===== src/rtl/id_ex_pipe_reg.sv =====
// ID/EX pipeline register: 1-cycle latency, no input-to-output combinational path.
// stall_in holds all contents; flush_in (dominant over stall) loads a zeroed bubble.
module id_ex_pipe_reg #(
  parameter int DATA_W = 32,
  parameter int REG_AW = 5,
  parameter int CNT_W  = 16
) (
  input  logic              clk_in,
  input  logic              rst_in,
  input  logic              stall_in,
  input  logic              flush_in,
  input  logic              valid_in,
  input  logic              reg_write_in,
  input  logic              mem_to_reg_in,
  input  logic              mem_read_in,
  input  logic              mem_write_in,
  input  logic [1:0]        alu_op_in,
  input  logic              alu_src_in,
  input  logic [DATA_W-1:0] read_data_1_in,
  input  logic [DATA_W-1:0] read_data_2_in,
  input  logic [DATA_W-1:0] imm_in,
  input  logic [9:0]        funct_in,
  input  logic [REG_AW-1:0] rs1_addr_in,
  input  logic [REG_AW-1:0] rs2_addr_in,
  input  logic [REG_AW-1:0] rd_addr_in,
  output logic              valid_out,
  output logic              reg_write_out,
  output logic              mem_to_reg_out,
  output logic              mem_read_out,
  output logic              mem_write_out,
  output logic [1:0]        alu_op_out,
  output logic              alu_src_out,
  output logic [DATA_W-1:0] read_data_1_out,
  output logic [DATA_W-1:0] read_data_2_out,
  output logic [DATA_W-1:0] imm_out,
  output logic [9:0]        funct_out,
  output logic [REG_AW-1:0] rs1_addr_out,
  output logic [REG_AW-1:0] rs2_addr_out,
  output logic [REG_AW-1:0] rd_addr_out,
  output logic [CNT_W-1:0]  bubble_cnt_out
);

  localparam logic [CNT_W-1:0] CNT_MAX = {CNT_W{1'b1}};

  logic bubble_taken;
  logic cnt_inc;

  // A bubble is either a flush or a load of an empty ID slot; stalls never count.
  assign bubble_taken = flush_in || (!stall_in && !valid_in);
  assign cnt_inc      = bubble_taken && (bubble_cnt_out != CNT_MAX);

  always_ff @(posedge clk_in) begin
    if (!rst_in || flush_in) begin
      valid_out       <= 1'b0;
      reg_write_out   <= 1'b0;
      mem_to_reg_out  <= 1'b0;
      mem_read_out    <= 1'b0;
      mem_write_out   <= 1'b0;
      alu_op_out      <= 2'b00;
      alu_src_out     <= 1'b0;
      read_data_1_out <= '0;
      read_data_2_out <= '0;
      imm_out         <= '0;
      funct_out       <= '0;
      rs1_addr_out    <= '0;
      rs2_addr_out    <= '0;
      rd_addr_out     <= '0;
    end else if (!stall_in) begin
      // An invalid slot keeps its data but must never write registers or memory.
      valid_out       <= valid_in;
      reg_write_out   <= valid_in & reg_write_in;
      mem_to_reg_out  <= valid_in & mem_to_reg_in;
      mem_read_out    <= valid_in & mem_read_in;
      mem_write_out   <= valid_in & mem_write_in;
      alu_op_out      <= valid_in ? alu_op_in : 2'b00;
      alu_src_out     <= valid_in & alu_src_in;
      read_data_1_out <= read_data_1_in;
      read_data_2_out <= read_data_2_in;
      imm_out         <= imm_in;
      funct_out       <= funct_in;
      rs1_addr_out    <= rs1_addr_in;
      rs2_addr_out    <= rs2_addr_in;
      rd_addr_out     <= rd_addr_in;
    end
  end

  always_ff @(posedge clk_in) begin
    if (!rst_in) begin
      bubble_cnt_out <= '0;
    end else if (cnt_inc) begin
      bubble_cnt_out <= bubble_cnt_out + CNT_W'(1);
    end
  end

endmodule


===== config.mk =====
export PLATFORM = sky130hd
export DESIGN_NAME = id_ex_pipe_reg
export DESIGN_NICKNAME = d
export VERILOG_FILES = /design/src/rtl/id_ex_pipe_reg.sv
export SDC_FILE = /design/constraint.sdc
export NUM_CORES = 1
export LEC_CHECK = 0
export ABC_AREA = 1
export BUFFER_PORTS_ARGS = -buffer_cell sky130_fd_sc_hd__buf_2
export CAP_MARGIN = 20
export CORE_MARGIN = 3
export CORE_UTILIZATION = 45
export DETAILED_ROUTE_END_ITERATION = 12
export PLACE_DENSITY_LB_ADDON = 0.2
export RECOVER_POWER = 100
export SLEW_MARGIN = 0
export SYNTH_ARGS = -nofsm -noshare
export SYNTH_HDL_FRONTEND = slang
export SYNTH_SLANG_ARGS = --single-unit

===== constraint.sdc =====
create_clock -name clk_in -period 1.84 [get_ports clk_in]
set_input_delay 0 -clock clk_in [delete_from_list [all_inputs] [get_ports clk_in]]
set_output_delay 0 -clock clk_in [all_outputs]
set_load 0.02 [all_outputs]

==> metrics.md <==
| Metric | Value |
|---|---|
| Post-route antenna net violation count | 0 |
| DRC marker count from the first detailed-route iteration | around 630 |
| IO Pins | 278 |
| Maximum number of buffers from clock root to sink | 2 |
| Site Rows | 39 |
| Critical Path End Type | flop |
| Root buffer cell | clkbuf_16 |
| Path category of the worst min-delay check | primary input to flop |
| Avg Synthesized Cell Area | 7.46 um^2 |
| Placeable Area | ~12000 um^2 |
| Simple-gate portion of the synthesized area | 0.269 |
| CP cell instances | dlygate4sd3_1 -> buf_2 -> nand2_4 -> buf_2 -> a21oi_1 |
| CTS sink count | about 150 |
| Setup Total Neg Slack | 0 ns |
| Clk pin slew, worst setup/hold paths | 0.06 ns |
| Max Transition Viols Final | 0 |
| Final weighted congestion in routability-driven placement | 0.798 |
| Number of instances on the worst hold path | 5 |
| Y dimension of the die | 115 um |
| Clock Latency Late Sink | around 0.41 ns |
| Slowest cell on the critical path | buf_2 |
| Synth Net Count | 856 |
| Via count of the first global-routing pass | 6058 |
| Power density normalized to cell area | 910 nW/um^2 |
| Antenna violations before repair | 0 |
| Number of hold violations in the final report | 0 |
| Synth unique cells | 21 |
| Area growth from synthesis to layout | 58.9% |
| Compound-cell area share of the yosys netlist | 0.134 |
| Core utilization of the finished layout | 0.740 |
| Total Routed Length | 19.0 mm |
| Depth of the CTS H-tree | 4 |
| Cell class contributing the biggest share of worst-path delay | buffers and inverters |
| Register area share after synthesis | 0.539 |
| Startpoint class of the critical path | primary input |
| Worst Skew | 0.00603 ns |
| R2R cell count | 8 |
| Worst Max-Slew Pin Slew | about 1.1 ns |
| VDD IR max | approximately 0.50 mV |
| Static leakage | 3.56 nW |
| Final HPWL DP | 10.8 mm |
| Net count of the finished layout | approximately 1200 |
| Fraction of the mapped netlist area in adder cells | 0.00232 |
| Post-synthesis mux area share | 0 |
| Setup slack on the worst flop-to-flop path | 0.28 ns |
| Tmin final | 1.65 ns |
| Via count | 6353 |
| Largest net degree at the start of global routing | 72 |
| Reg-to-reg critical path startpoint | bubble_cnt_out[0] |
| Number of instances in the synthesized netlist | 722 |
| Crit-path max cell delay | 0.82 ns |
| Buffer and inverter count on the worst path | 3 |
| Largest family of logic cells by synthesized area | simple AND/OR/NAND/NOR gates |
| Cell type with the highest occurrence count on the critical path | buf_2 |
| Critical path data required time | 2.08 ns |
| Count of synthesis-stage warnings from yosys | 0 |
| # diodes | 0 |
| Post CTS Setup Buffer Count | 0 |
| Routed len/inst | 15.0 um |
| Number of setup violations in the final report | 0 |
| Share of post-route cells with drive strength above 1 | 0.157 |
| Horizontal die dimension | 115 um |
| Peak fanout along the critical path | 61 |
| Layout filler cell count | 907 |
| Type of the setup path with the least slack | primary input to flop |
| Cell area after layout | 8550 um^2 |
| First-pass GRT wire length | between 20 and 30 mm |
| CTS tree | yes |
| Endpoint, Worst Hold | bubble_cnt_out[14] |
| Combined area of all synthesized cells | approximately 5400 um^2 |
| Worst reg2reg path endpoint | bubble_cnt_out[2] |
| Count of input and output buffers | between 200 and 300 |
| Die Outline Area | 13300 um^2 |
| Detail-routed via count per cell | ~5.0 |
| Result of the run | completed |
| Achievable Freq | a little over 600 MHz |
| Total GRT Usage | 0.274 |
| Max-cap viol count | 0 |
| Xor-xnor portion of the synthesized cell area | 0 |
| Arrival time at the worst endpoint | 1.88 ns |
| Hold wc startpoint | flush_in |
| Congestion Overflow GR | 0 |
| Worst hold slack across all endpoints | 0.0257 ns |
| Setup repair after global routing missed its margin | no |
| Synth Register Bits | 145 |
| Portion of the clock cycle consumed by the worst path in the final layout | 0.896 |
| Worst-case headroom to the max-slew limit | 0.271 |
| DR pass1 iterations | 6 |
| Initial cell density of the core | 0.465 |
| TritonCTS Buffers | 17 |
| # DRC | 0 |
| Post-DP Area | 6820 um^2 |
## final cells by class
type,count,area [um^2],area share
sequential,145,2900,0.339
timing repair buffer,416,2600,0.304
multi-input combinational,512,2180,0.255
clock buffer,20,457,0.0534
tap,143,179,0.0209
clock inverter,12,163,0.0190
inverter,19,72.6,0.00848
## cells by family (layout without fill, tap and decap cells)
group | count (synthesis) | in the layout
and+or+nand+nor | 368 | 368
AOI/OAI and AO/OA | 143 | 143
buffers and inverters | 65 | 467
adders and majority gates | 1 | 1
DFF | 145 | 145
## metrics by stage
step                power [mW]  setup slack, ns  cells
global route              8.05           0.0705   1267
floorplan                 3.73            0.310    722
global placement          4.02            0.231   1103
detailed placement        4.02            0.184   1103
finish                    7.78            0.192   1267
CTS                       7.84            0.161   1267
## tightest hold or removal path: cells and delay by family
kind	cells	cell delay, ns
AND/OR/NAND/NOR	3	0.26
buffers and inverters	1	0.09
AO/OA/AOI/OAI	1	0.06
## routing by layer
metal,vias up,track usage,wire [um]
met5,-,0,0
met4,0,0.185,1010
met3,91,0.0874,1490
met2,306,0.453,9260
met1,2876,0.299,7250
li1,3080,-,-
## registers in the layout (all words and copies together), names as in the netlist, 2 cells and up
signal           flops
imm_out             32
read_data_1_out     32
read_data_2_out     32
bubble_cnt_out      16
funct_out           10
rd_addr_out          5
rs1_addr_out         5
rs2_addr_out         5
alu_op_out           2
## timing repair
item | 4_1_cts | 5_1_grt
gates resized for setup | 0 | 1
setup endpoints to repair | 0 | 2
hold buffers | 132 | 0
hold endpoints to repair | 143 | 0
## worst max path at each step
stage / to / start / depth (start not counted)
after global routing: read_data_2_out[14] / rst_in / 5
after detailed placement: bubble_cnt_out[0] / bubble_cnt_out[0] / 10
after floorplan: bubble_cnt_out[10] / bubble_cnt_out[0] / 9
final: imm_out[26] / rst_in / 5
after CTS: bubble_cnt_out[1] / bubble_cnt_out[0] / 10
after global placement: bubble_cnt_out[1] / bubble_cnt_out[0] / 10
## power by group
group	total (mW)	switching (mW)	internal [mW]
combinational	0.898	0.488	0.409
clock	3.60	1.28	2.32
sequential	3.29	0.0516	3.23
total	7.78	1.82	5.97
## synth_stat cells
| cell | n | area, um^2 |
|---|---|---|
| inv_1 | 18 | 67.6 |
| nand2_2 | 3 | 18.8 |
| buf_1 | 2 | 7.51 |
| ha_1 | 1 | 12.5 |
| a21oi_1 | 139 | 696 |
| nand3_1 | 17 | 85.1 |
| o21ai_2 | 1 | 8.76 |
| o21ai_0 | 3 | 15.0 |
| buf_2 | 25 | 125 |
| nand4_4 | 1 | 21.3 |
| clkbuf_1 | 15 | 56.3 |
| nand2_1 | 294 | 1100 |
| nor3_1 | 2 | 10.0 |
| nor2_2 | 4 | 25.0 |
| buf_6 | 3 | 33.8 |
| nand4_1 | 1 | 6.26 |
| nand3b_1 | 1 | 7.51 |
| nor2_1 | 45 | 169 |
| buf_4 | 1 | 7.51 |
| dfxtp_1 | 145 | 2900 |
| clkinv_1 | 1 | 3.75 |
## cells in the final DEF, fill, tap and decap left out, drive strengths merged
cell         instances
a21oi              139
buf                138
bufinv               4
clkbuf             166
clkinv               8
clkinvlp             1
dfxtp              145
dlygate4sd3        132
ha                   1
inv                 18
nand2              297
nand3               17
nand3b               1
nand4                2
nor2                49
nor3                 2
o21ai                4
No activity file was read; power rests on OpenSTA's default activity.
